--- src/rtl/xbar_pkg.sv ---
// Shared crossbar definitions: requester FSM states, beat layout and the
// destination decode used by both the requesters and the output-port mux.
package xbar_pkg;

    localparam int unsigned XBAR_MAX_DEST        = 32;
    localparam int unsigned XBAR_MAX_DEST_W      = $clog2(XBAR_MAX_DEST);
    localparam int unsigned XBAR_BEAT_DATA_WIDTH = 32;

    typedef enum logic [1:0] {
        IDLE = 2'd0,
        REQ  = 2'd1,
        XFER = 2'd2,
        GAP  = 2'd3
    } req_state_e;

    typedef struct packed {
        logic [XBAR_BEAT_DATA_WIDTH-1:0] data;
        logic                            last;
    } beat_t;

    // Destinations past the last port fold onto the last port.
    function automatic int unsigned dest_clamp(input int unsigned dest,
                                               input int unsigned num_dest);
        return (dest >= num_dest) ? num_dest - 1 : dest;
    endfunction

    function automatic logic [XBAR_MAX_DEST-1:0] dest_to_onehot(input int unsigned dest,
                                                               input int unsigned num_dest);
        logic [XBAR_MAX_DEST-1:0]   oh;
        logic [XBAR_MAX_DEST_W-1:0] idx;
        oh      = '0;
        idx     = XBAR_MAX_DEST_W'(dest_clamp(dest, num_dest));
        oh[idx] = 1'b1;
        return oh;
    endfunction

endpackage

--- src/rtl/stream_skid_buf.sv ---
// Input beat buffer for the stream requester.
// STREAM_REQ_GEN_SKID_EN defined : two-entry skid FIFO, one beat per cycle.
// STREAM_REQ_GEN_SKID_EN undefined: single holding register, fill and drain
//                                   never overlap (one beat per two cycles).
module stream_skid_buf #(
    parameter int unsigned WIDTH = 8
) (
    input  logic             clk_i,
    input  logic             rst_i,
    input  logic [WIDTH-1:0] in_data_i,
    input  logic             in_valid_i,
    output logic             in_ready_o,
    output logic [WIDTH-1:0] out_data_o,
    output logic             out_valid_o,
    input  logic             out_ready_i
);

    logic push;
    logic pop;

    assign push = in_valid_i & in_ready_o;
    assign pop  = out_valid_o & out_ready_i;

`ifdef STREAM_REQ_GEN_SKID_EN
    logic [WIDTH-1:0] mem_q [2];
    logic             wr_ptr_q, wr_ptr_d;
    logic             rd_ptr_q, rd_ptr_d;
    logic [1:0]       count_q, count_d;

    assign in_ready_o  = (count_q != 2'd2);
    assign out_valid_o = (count_q != 2'd0);
    assign out_data_o  = mem_q[rd_ptr_q];

    // Pointer and occupancy update; push and pop may coincide.
    always_comb begin
        wr_ptr_d = push ? ~wr_ptr_q : wr_ptr_q;
        rd_ptr_d = pop ? ~rd_ptr_q : rd_ptr_q;
        count_d  = count_q + 2'(push) - 2'(pop);
    end

    // Storage and pointer registers.
    always_ff @(posedge clk_i or posedge rst_i) begin
        if (rst_i) begin
            for (int i = 0; i < 2; i++) mem_q[i] <= '0;
            wr_ptr_q <= 1'b0;
            rd_ptr_q <= 1'b0;
            count_q  <= 2'd0;
        end else begin
            if (push) mem_q[wr_ptr_q] <= in_data_i;
            wr_ptr_q <= wr_ptr_d;
            rd_ptr_q <= rd_ptr_d;
            count_q  <= count_d;
        end
    end
`else
    logic [WIDTH-1:0] data_q, data_d;
    logic             full_q, full_d;

    assign in_ready_o  = ~full_q;
    assign out_valid_o = full_q;
    assign out_data_o  = data_q;

    // Push only happens when empty, so push and pop are mutually exclusive.
    always_comb begin
        data_d = push ? in_data_i : data_q;
        full_d = full_q;
        if (push)     full_d = 1'b1;
        else if (pop) full_d = 1'b0;
    end

    // Holding register.
    always_ff @(posedge clk_i or posedge rst_i) begin
        if (rst_i) begin
            data_q <= '0;
            full_q <= 1'b0;
        end else begin
            data_q <= data_d;
            full_q <= full_d;
        end
    end
`endif

endmodule

--- src/rtl/stream_req_gen.sv ---
// Per-input-port requester: buffers a packet stream, requests the output
// port named by each packet's first beat and forwards beats under grant.
// Buffer variant is selected by STREAM_REQ_GEN_SKID_EN (see stream_skid_buf).
//
//   state | meaning
//   IDLE  | no request; waiting for a first-of-packet beat
//   REQ   | request raised, no beat of this packet moved yet
//   XFER  | packet in progress, request held until the last beat
//   GAP   | one dead cycle so the arbiters re-evaluate
module stream_req_gen
    import xbar_pkg::*;
#(
    parameter int unsigned DATA_WIDTH = 32,
    parameter int unsigned NUM_DEST   = 4,
    parameter int unsigned DEST_WIDTH = $clog2(NUM_DEST)
) (
    input  logic                  clk_i,
    input  logic                  rst_i,
    input  logic [DATA_WIDTH-1:0] s_data_i,
    input  logic [DEST_WIDTH-1:0] s_dest_i,
    input  logic                  s_last_i,
    input  logic                  s_valid_i,
    output logic                  s_ready_o,
    output logic [NUM_DEST-1:0]   request_o,
    input  logic [NUM_DEST-1:0]   grant_i,
    output logic [DATA_WIDTH-1:0] m_data_o,
    output logic                  m_last_o,
    output logic                  m_valid_o,
    input  logic                  m_ready_i
);

    localparam int unsigned BUF_WIDTH = DEST_WIDTH + 1 + DATA_WIDTH;

    req_state_e               state_q, state_d;
    logic [DEST_WIDTH-1:0]    dest_q, dest_d;
    logic                     first_q, first_d;

    logic                     buf_ready;
    logic                     push;
    logic                     pop;
    logic                     head_valid;
    logic                     head_ready;
    logic [BUF_WIDTH-1:0]     in_word;
    logic [BUF_WIDTH-1:0]     head_word;
    logic [DEST_WIDTH-1:0]    dest_in;
    logic [DEST_WIDTH-1:0]    head_dest;
    logic                     head_last;
    logic [DATA_WIDTH-1:0]    head_data;
    logic                     active;
    logic                     granted;
    logic                     start_valid;
    logic [DEST_WIDTH-1:0]    start_dest;
    logic [XBAR_MAX_DEST-1:0] onehot_full;
    logic                     unused_onehot;

    // Each buffered beat carries its packet's destination; only first beats
    // contribute one, later beats carry zero and are never decoded.
    assign dest_in = first_q ? s_dest_i : '0;
    assign in_word = {dest_in, s_last_i, s_data_i};

    // Ready is forced low while reset is held so nothing is taken mid-reset.
    assign s_ready_o = buf_ready & ~rst_i;
    assign push      = s_valid_i & s_ready_o;

    stream_skid_buf #(
        .WIDTH (BUF_WIDTH)
    ) u_buf (
        .clk_i       (clk_i),
        .rst_i       (rst_i),
        .in_data_i   (in_word),
        .in_valid_i  (s_valid_i),
        .in_ready_o  (buf_ready),
        .out_data_o  (head_word),
        .out_valid_o (head_valid),
        .out_ready_i (head_ready)
    );

    assign {head_dest, head_last, head_data} = head_word;

    assign active     = (state_q == REQ) || (state_q == XFER);
    assign granted    = grant_i[dest_q];
    assign m_valid_o  = head_valid & granted & active;
    assign head_ready = m_ready_i & granted & active;
    assign pop        = m_valid_o & m_ready_i;
    assign m_data_o   = head_data;
    assign m_last_o   = head_last;

    // Request depends only on state and dest_q, keeping grant_i out of the path.
    assign onehot_full   = dest_to_onehot(32'(dest_q), NUM_DEST);
    assign unused_onehot = ^onehot_full;
    assign request_o     = active ? onehot_full[NUM_DEST-1:0] : '0;

    // Outside a packet the buffer head (or the beat arriving into an empty
    // buffer) is always a first beat, so its destination starts the next packet.
    assign start_valid = head_valid | (push & first_q);
    assign start_dest  = head_valid ? head_dest : s_dest_i;

    // Next-state logic.
    always_comb begin
        state_d = state_q;
        dest_d  = dest_q;
        first_d = push ? s_last_i : first_q;
        case (state_q)
            IDLE, GAP: begin
                state_d = IDLE;
                if (start_valid) begin
                    state_d = REQ;
                    dest_d  = DEST_WIDTH'(dest_clamp(32'(start_dest), NUM_DEST));
                end
            end
            REQ, XFER: begin
                if (pop && head_last) state_d = GAP;
                else if (granted)     state_d = XFER;
            end
            default: state_d = IDLE;
        endcase
    end

    // State registers.
    always_ff @(posedge clk_i or posedge rst_i) begin
        if (rst_i) begin
            state_q <= IDLE;
            dest_q  <= '0;
            first_q <= 1'b1;
        end else begin
            state_q <= state_d;
            dest_q  <= dest_d;
            first_q <= first_d;
        end
    end

endmodule

--- config.mk ---
export PLATFORM = sky130hd
export DESIGN_NAME = stream_req_gen
export DESIGN_NICKNAME = d
export VERILOG_FILES = /design/src/rtl/xbar_pkg.sv /design/src/rtl/stream_skid_buf.sv /design/src/rtl/stream_req_gen.sv
export SDC_FILE = /design/constraint.sdc
export NUM_CORES = 1
export LEC_CHECK = 0
export ABC_CLOCK_PERIOD_IN_PS = 4600
export CORE_ASPECT_RATIO = 0.9
export CORE_UTILIZATION = 40
export CTS_BUF_LIST = sky130_fd_sc_hd__clkbuf_4 sky130_fd_sc_hd__clkbuf_8
export DETAILED_ROUTE_END_ITERATION = 7
export GPL_TIMING_DRIVEN = 1
export PLACE_DENSITY_LB_ADDON = 0.3
export SYNTH_ARGS = -nofsm -noshare
export SYNTH_HDL_FRONTEND = slang
export SYNTH_SLANG_ARGS = --single-unit
--- constraint.sdc ---
create_clock -name clk_i -period 4.6 [get_ports clk_i]
set_input_delay 0.92 -clock clk_i [delete_from_list [all_inputs] [get_ports clk_i]]
set_output_delay 0.92 -clock clk_i [all_outputs]
set_load 0.01 [all_outputs]
# Yosys cells after proc, flatten, opt, wreduce, memory -nomap -nowiden

Cells that the tools add are included.

Word-level logic and storage cells: 46
Output and inout port bits: 39
Register bits: 41
Bits of input ports: 43

Multiplexer cells: 13
Equality and inequality tests: 4
Magnitude comparators: 3
Bitwise logic cells: 13
Reduce and logical (&&, ||, !) cells: 8

Operators with widths:

| kind                                                                                 | count |
|---|---|
| 1-bit bitwise AND                                                                    | 10 |
| 2-bit two-way mux                                                                    | 4 |
| 2-bit by 6-bit < comparator with 1-bit output (second input constant)                | 1 |
| 1-bit two-way mux                                                                    | 5 |
| 2-bit equality test (second input constant)                                          | 2 |
| 4-bit two-way mux                                                                    | 1 |
| 2-bit case mux with 2 select lines                                                   | 1 |
| 2-bit OR reduction                                                                   | 2 |
| 2-bit by 3-bit < comparator with 1-bit output (second input constant)                | 1 |
| 3-bit != test (second input constant)                                                | 1 |
| 1-bit binary-select mux with 2-bit select                                            | 1 |
| 1-bit demux with 2-bit select                                                        | 1 |
| 2-bit by 1-bit equality test with 1-bit output (second input constant)               | 1 |
| 2-bit by 1-bit greater-or-equal comparator with 1-bit output (second input constant) | 1 |
| 1-bit logical AND                                                                    | 2 |
| 2-bit logical NOT                                                                    | 1 |
| 1-bit inverter                                                                       | 2 |
| 2-bit AND reduction                                                                  | 1 |
| 2-bit nonzero test                                                                   | 1 |
| 1-bit logical OR                                                                     | 1 |
| 1-bit OR                                                                             | 1 |

# Depth between registers and ports, before layout

Gate-level depths: netlist of the first run.

Word-level depth: 8
Depth in mapped cells: 6

# By module

From an unflattened synthesis of the first run, not the netlist that was laid out.

Cell total of the unflattened synthesis: 118
Area total of the unflattened synthesis: 1,859.3 um^2

By module, submodules not included:

| module          | times used | cells an instance | area an instance (um^2) |
|---|---|---|---|
| stream_skid_buf | 1          | 79                | 1,470.2 |
| stream_req_gen  | 1          | 39                | 389.1 |

# Worst setup path after synthesis of the first run

No wires, ideal clock.

Kind: input-to-output
Start point: input port grant_i[3]
End point: output port m_valid_o
Stages: 2
Arrival time: 1,585 ps
Path buffers: 0
Path slack: 2,095 ps
Path through: mux4_2 and3_4

Longest elaborated chain between the ends: 4

Ends and longest elaborated chain:

| item                                      | line                 | text |
|---|---|---|
| start, declared                           | stream_req_gen.sv:25 | `input logic [NUM_DEST-1:0] grant_i,` |
| 1-bit binary-select mux with 2-bit select | stream_req_gen.sv:81 | `assign granted = grant_i[dest_q];` |
| 1-bit two-way mux (not written as such)   | stream_req_gen.sv:81 |  |
| 1-bit bitwise AND (2 in series)           | stream_req_gen.sv:82 | `assign m_valid_o = head_valid & granted & active;` |
| end, declared                             | stream_req_gen.sv:28 | `output logic m_valid_o,` |

Every way passes these cells. The select of a mux whose other input is x is not followed.

# Final worst setup path of the first run

Same ends and word-level chain as after synthesis.

==> results of run 1 <==
metrics by stage:
stage / total power, mW / util (%) / hold slack [ns] / setup WS (ns) / instances
3_5_place_dp: 1.429 / 56.52 / 0.4559 / 1.187 / 324
5_1_grt: 1.768 / 58.41 / 0.4962 / 1.124 / 332
3_3_place_gp: 1.410 / 56.52 / 0.4466 / 1.199 / 324
4_1_cts: 1.662 / 58.41 / 0.4762 / 1.191 / 332
6_report: 1.637 / 58.41 / 0.4675 / 1.188 / 332
2_1_floorplan: 1.183 / - / 0.4331 / 2.095 / 220
area by class of cell:
cell class	count	area share, %
clock inverter	2	0.3745
timing repair buffer	84	31.18
sequential	41	38.44
clock buffer	6	2.856
inverter	3	0.4213
multi-input combinational	134	23.83
tap	62	2.903
power breakdown:
| part | leakage, nW | switching (mW) | total [mW] | internal (mW) |
|---|---|---|---|---|
| Sequential | 0.508 | 0.111 | 0.643 | 0.532 |
| Clock | 0.0484 | 0.113 | 0.224 | 0.111 |
| Combinational | 0.721 | 0.333 | 0.771 | 0.438 |
cell families after synthesis:
logic type	count (synthesis)	synth area share [%]
muxes	8	5.175
DFF	41	52.46
xor gates and xnor gates	1	0.4474
and+or+nand+nor	120	25.18
buffers and inverters	45	15.14
AOI/OAI and AO/OA	5	1.597
path summary, 6_finish.rpt:
kind	slack, ns	depth (start not counted)	end	start
min	0.47	2	u_buf.out_data_o[33]$_DFFE_PP0P_	u_buf.out_data_o[33]$_DFFE_PP0P_
max reg2reg	2.89	3	state_q[0]$_DFFE_PP0P_	dest_q[0]$_DFFE_PP0P_
min in group asynchronous	1.13	3	u_buf.out_data_o[12]$_DFFE_PP0P_	rst_i
min reg2reg	0.47	2	u_buf.out_data_o[33]$_DFFE_PP0P_	u_buf.out_data_o[33]$_DFFE_PP0P_
max	1.19	4	m_valid_o	grant_i[3]
max in group asynchronous	3.11	3	first_q$_DFFE_PP1N_	rst_i
worst reg2reg max path: cells and delay by family (launching register included):
kind | cells | cell delay, ns
AND/OR/NAND/NOR | 1 | 0.21
multiplexers | 1 | 0.56
AO/OA/AOI/OAI | 1 | 0.34
flip-flops | 1 | 0.49
layer usage:
metal  vias up  track usage [%]  wire, um
li1        743                -         -
met2        53            25.11      1722
met1       700            20.69      1834
met3         4            5.007       300
met5         -                0         0
met4         0            5.556        36
synth_stat cells, types with 2 or more instances:
cell	n	area share, %
nand2_1	105	20
dfrtp_1	40	51
buf_4	32	12
clkbuf_1	9	1.7
mux2_2	4	2.3
inv_1	3	0.58
mux2_1	3	1.7
nand3_1	3	0.77
nor2_1	3	0.58
a21oi_1	2	0.51
nand3b_1	2	0.77
flip-flops by register name (all words and copies together) (netlist names):
register	count
state_q	2
u_buf.out_valid_o	1
u_buf.out_data_o	35
dest_q	2
first_q	1
placed cells by master (no fill, tap or decap), types with 2 or more instances in the layout:
master,count
nor2_1,3
clkinv_2,2
inv_1,2
nand3b_1,2
a21oi_1,2
buf_4,3
nand2_1,105
dfrtp_1,40
clkbuf_8,5
clkdlybuf4s50_1,81
mux2_2,4
nand3_1,3
mux2_1,3
==> run_results.csv, run 1 <==
group,metric,value,unit
status,status,"completed",
finish,fill_cells,411,
synthesis,yosysSeqAreaShare,52.46,%
drt,via_count,1500,
drt,wire_per_inst,11.73,um
timing,setup_violations,0,
drt,ant_nets,0,
finish,diodes,0,
synthesis,synth_edf_count,0,
pwr,power.density,612.7,nW/um^2
worst_setup_path,end_kind,"primary output",
worst_setup_path,worstPathMaxFanout,3,
floorplan,io_pins,82,
timing,skew,0.003847,ns
clock_network,post_cts_buffers,0,
worst_setup_path,crit_top_cell,"clkdlybuf4s50_1",
finish,area_growth,36.49,%
timing,min_period,3.412,ns
floorplan,die_y,68.38,um
timing,rsz0062_at_grt,"false",
grt,grt_usage,15.95,%
timing,slew-limit-headroom,54.71,%
grt,antenna_found_initial,0,
timing,hold_viol_final,0,
grt,grt_pass1_wl,6065,um
synthesis,netlist_area,1958,um^2
timing,max_freq,293.1,MHz
place,dpl.hpwl,2743,um
clock_network,ctsHoldBuffers,0,
floorplan,start_util,42.79,%
synthesis,yosysUniqueCellTypes,25,
worst_setup_path,crit_required,3.68,ns
finish,multi_input_area,636.9,um^2
clock_network,clk_pin_slew_worst_paths,0.07,ns
worst_setup_path,start_kind,"primary input",
grt,grt_pass1_vias,1397,
drt,drt-vias-per-instance,4.518,
pwr,p_leak,1.277,nW
clock_network,cts_num_sinks,41,
worst_setup_path,worstSetupPathType,"primary input to primary output",
synthesis,ys_warn_count,0,
worst_setup_path,crit_chain,"clkdlybuf4s50_1 -> mux4_2 -> and3_4 -> clkdlybuf4s50_1",
min_path,hp-class,"register to register",
synthesis,synth_seq_cells,41,
clock_network,cts_max_level,2,
place,finalWeightedCongestion,0.7666,
worst_setup_path,cpLargestDelayFamily,"buffers and inverters",
finish,layout.nets,312,
synthesis,synth_fp_nets,263,
pwr,max-vdd-ir-drop,304.9,uV
run,maxCapViolations,0,
drt,drt-initial-drc-count,53,
place,numPortBuffers,81,
finish,drive_gt1_share,8.148,%
floorplan,die_area,5179,um^2
drt,drcViolationCount,0,
clock_network,tritoncts,"built",
drt,drt_pass1_iterations,4,
grt,grt_overflow,0,
finish,stdcell_area,2673,um^2
floorplan,rows,23,
clock_network,clk_latency,0.28,ns
grt,grt_max_degree,42,
worst_setup_path,cp_slowest_cell,"mux4_2",
timing,period_share,74.16,%
clock_network,cts_resized,0,
floorplan,core,4576,um^2
timing,maxSlewViolCount,0,
worst_setup_path,crit_buf_inv,2,
synthesis,synthCells,220,
clock_network,cts-root-buf,"clkbuf_8",
worst_setup_path,arrival,2.49,ns
finish,regArea,1027,um^2
synthesis,avgSynthCellArea,8.901,um^2
clock_network,cts-buffers-inserted,5,
timing,fin_tns_setup,0,ns
floorplan,dieWidth,75.75,um
drt,routed_wl,3894,um
worst_setup_path,max_stage_delay,0.49,ns
synthesis,async_flop_share,100.0,%
clock_network,clk_path_buf_depth,2,
place,place_area,2586,um^2
synthesis,synthFlopType,"dfrtp_1",
timing,worst_slew_pin_slew,0.6763,ns
Note: power is estimated with default switching activity, not from simulation.
==> run 2: changes to the inputs <==
Settings changed: ABC_CLOCK_PERIOD_IN_PS 4600 to 2900.
Clock period 4.6 ns to 2.9 ns, I/O delays scaled along.
==> run 2 against run 1 <==
Final cell count grew 0.30%. Via count is 1.6% lower. Setup slack got worse by 1.0 ns. Largest cell class unchanged. Highest routed layer unchanged.
==> run_results.csv, run 2 (synthesized netlist as in run 1, its figures left out) <==
group,metric,value,unit
drt,via_count,1476,
floorplan,die_y,68.38,um
clock_network,cts-root-buf,"clkbuf_8",
pwr,max-vdd-ir-drop,464.4,uV
timing,hold_viol_final,0,
worst_setup_path,crit_required,2.32,ns
place,finalWeightedCongestion,0.7368,
timing,maxSlewViolCount,0,
grt,grt_pass1_vias,1424,
timing,setup_violations,0,
floorplan,dieWidth,75.75,um
floorplan,io_pins,82,
pwr,power.density,1002,nW/um^2
timing,period_share,94.25,%
timing,worst_slew_pin_slew,0.8812,ns
finish,stdcell_area,2714,um^2
finish,area_growth,38.59,%
floorplan,die_area,5179,um^2
finish,drive_gt1_share,8.487,%
finish,diodes,0,
drt,wire_per_inst,11.82,um
finish,instances_no_fill,333,
timing,setup_slack,0.1667,ns
grt,grt_pass1_wl,6389,um
clock_network,clk_latency,0.29,ns
timing,min_period,2.733,ns
place,dp.cells,325,
timing,rsz0062_at_grt,"false",
pwr,p_leak,1.296,nW
worst_setup_path,start_kind,"primary input",
worst_setup_path,worstPathMaxFanout,3,
worst_setup_path,arrival,2.15,ns
timing,fin_tns_setup,0,ns
place,dpl.hpwl,2871,um
clock_network,ctsHoldBuffers,0,
worst_setup_path,worstSetupPathType,"primary input to primary output",
finish,layout.nets,313,
timing,holdWs,0.4693,ns
drt,drt-initial-drc-count,83,
finish,final_common_cell,"nand2_1",
clock_network,cts_num_sinks,41,
clock_network,cts_max_level,2,
floorplan,rows,23,
run,maxCapViolations,0,
place,numPortBuffers,81,
finish,final_util,59.31,%
status,status,"completed",
min_path,hp-class,"register to register",
grt,grt_max_degree,42,
place,place_ws,0.1694,ns
timing,skew,0.009188,ns
clock_network,clk_path_buf_depth,2,
clock_network,cts_resized,0,
pwr,power,2.718,mW
floorplan,start_util,42.79,%
drt,drt_pass1_iterations,4,
clock_network,cts-buffers-inserted,5,
clock_network,post_cts_buffers,0,
timing,max_freq,365.9,MHz
finish,largest_reg_flops,35,
clock_network,clk_pin_slew_worst_paths,0.08,ns
clock_network,tritoncts,"built",
drt,drcViolationCount,0,
worst_setup_path,end_kind,"primary output",
floorplan,core,4576,um^2
grt,antenna_found_initial,0,
finish,mostFrequentLayoutCells,"nand2_1, clkdlybuf4s50_1, dfrtp_1",
grt,grt_overflow,0,
place,place_area,2594,um^2
drt,ant_nets,0,
grt,grt_usage,16.91,%
timing,slew-limit-headroom,41.25,%
drt,routed_wl,3936,um
drt,drt-vias-per-instance,4.432,
## run 2: final timing paths
check,from,endpoint,slack (ns),depth (start not counted)
worst max-delay path,grant_i[0],m_valid_o,0.17,4
worst min-delay path,u_buf.out_data_o[33]$_DFFE_PP0P_,u_buf.out_data_o[33]$_DFFE_PP0P_,0.47,2
worst max register to register,u_buf.out_valid_o$_DFFE_PP0P_,u_buf.out_data_o[30]$_DFFE_PP0P_,1.11,4
worst min register to register,u_buf.out_data_o[33]$_DFFE_PP0P_,u_buf.out_data_o[33]$_DFFE_PP0P_,0.47,2
max in group asynchronous,rst_i,state_q[0]$_DFFE_PP0P_,1.76,3
min in group asynchronous,rst_i,u_buf.out_data_o[34]$_DFFE_PP0P_,0.78,3
## run 2: final cells by class
cell class / count / area, um^2
inverter: 3 / 11.26
tap: 62 / 77.57
clock inverter: 1 / 30.03
multi-input combinational: 134 / 636.9
clock buffer: 7 / 90.09
sequential: 41 / 1027
fill: 400 / 1862
timing repair buffer: 85 / 840.8
## run 2: routing by layer
metal,global-route usage (%),part of all wire (%)
met4,5.556,1.2
met1,20.73,45
met5,0,0
met2,27.65,46
met3,6.038,8.3
## run 2: report_power, final
| group | switching, mW | internal (mW) |
|---|---|---|
| clock network | 0.181 | 0.290 |
| registers | 0.181 | 0.843 |
| logic | 0.525 | 0.698 |
## run 2: critical path, stage by stage
cell and delay [ns]:
clkdlybuf4s50_1 0.42, mux4_2 0.48, and3_4 0.21, clkdlybuf4s50_1 0.47
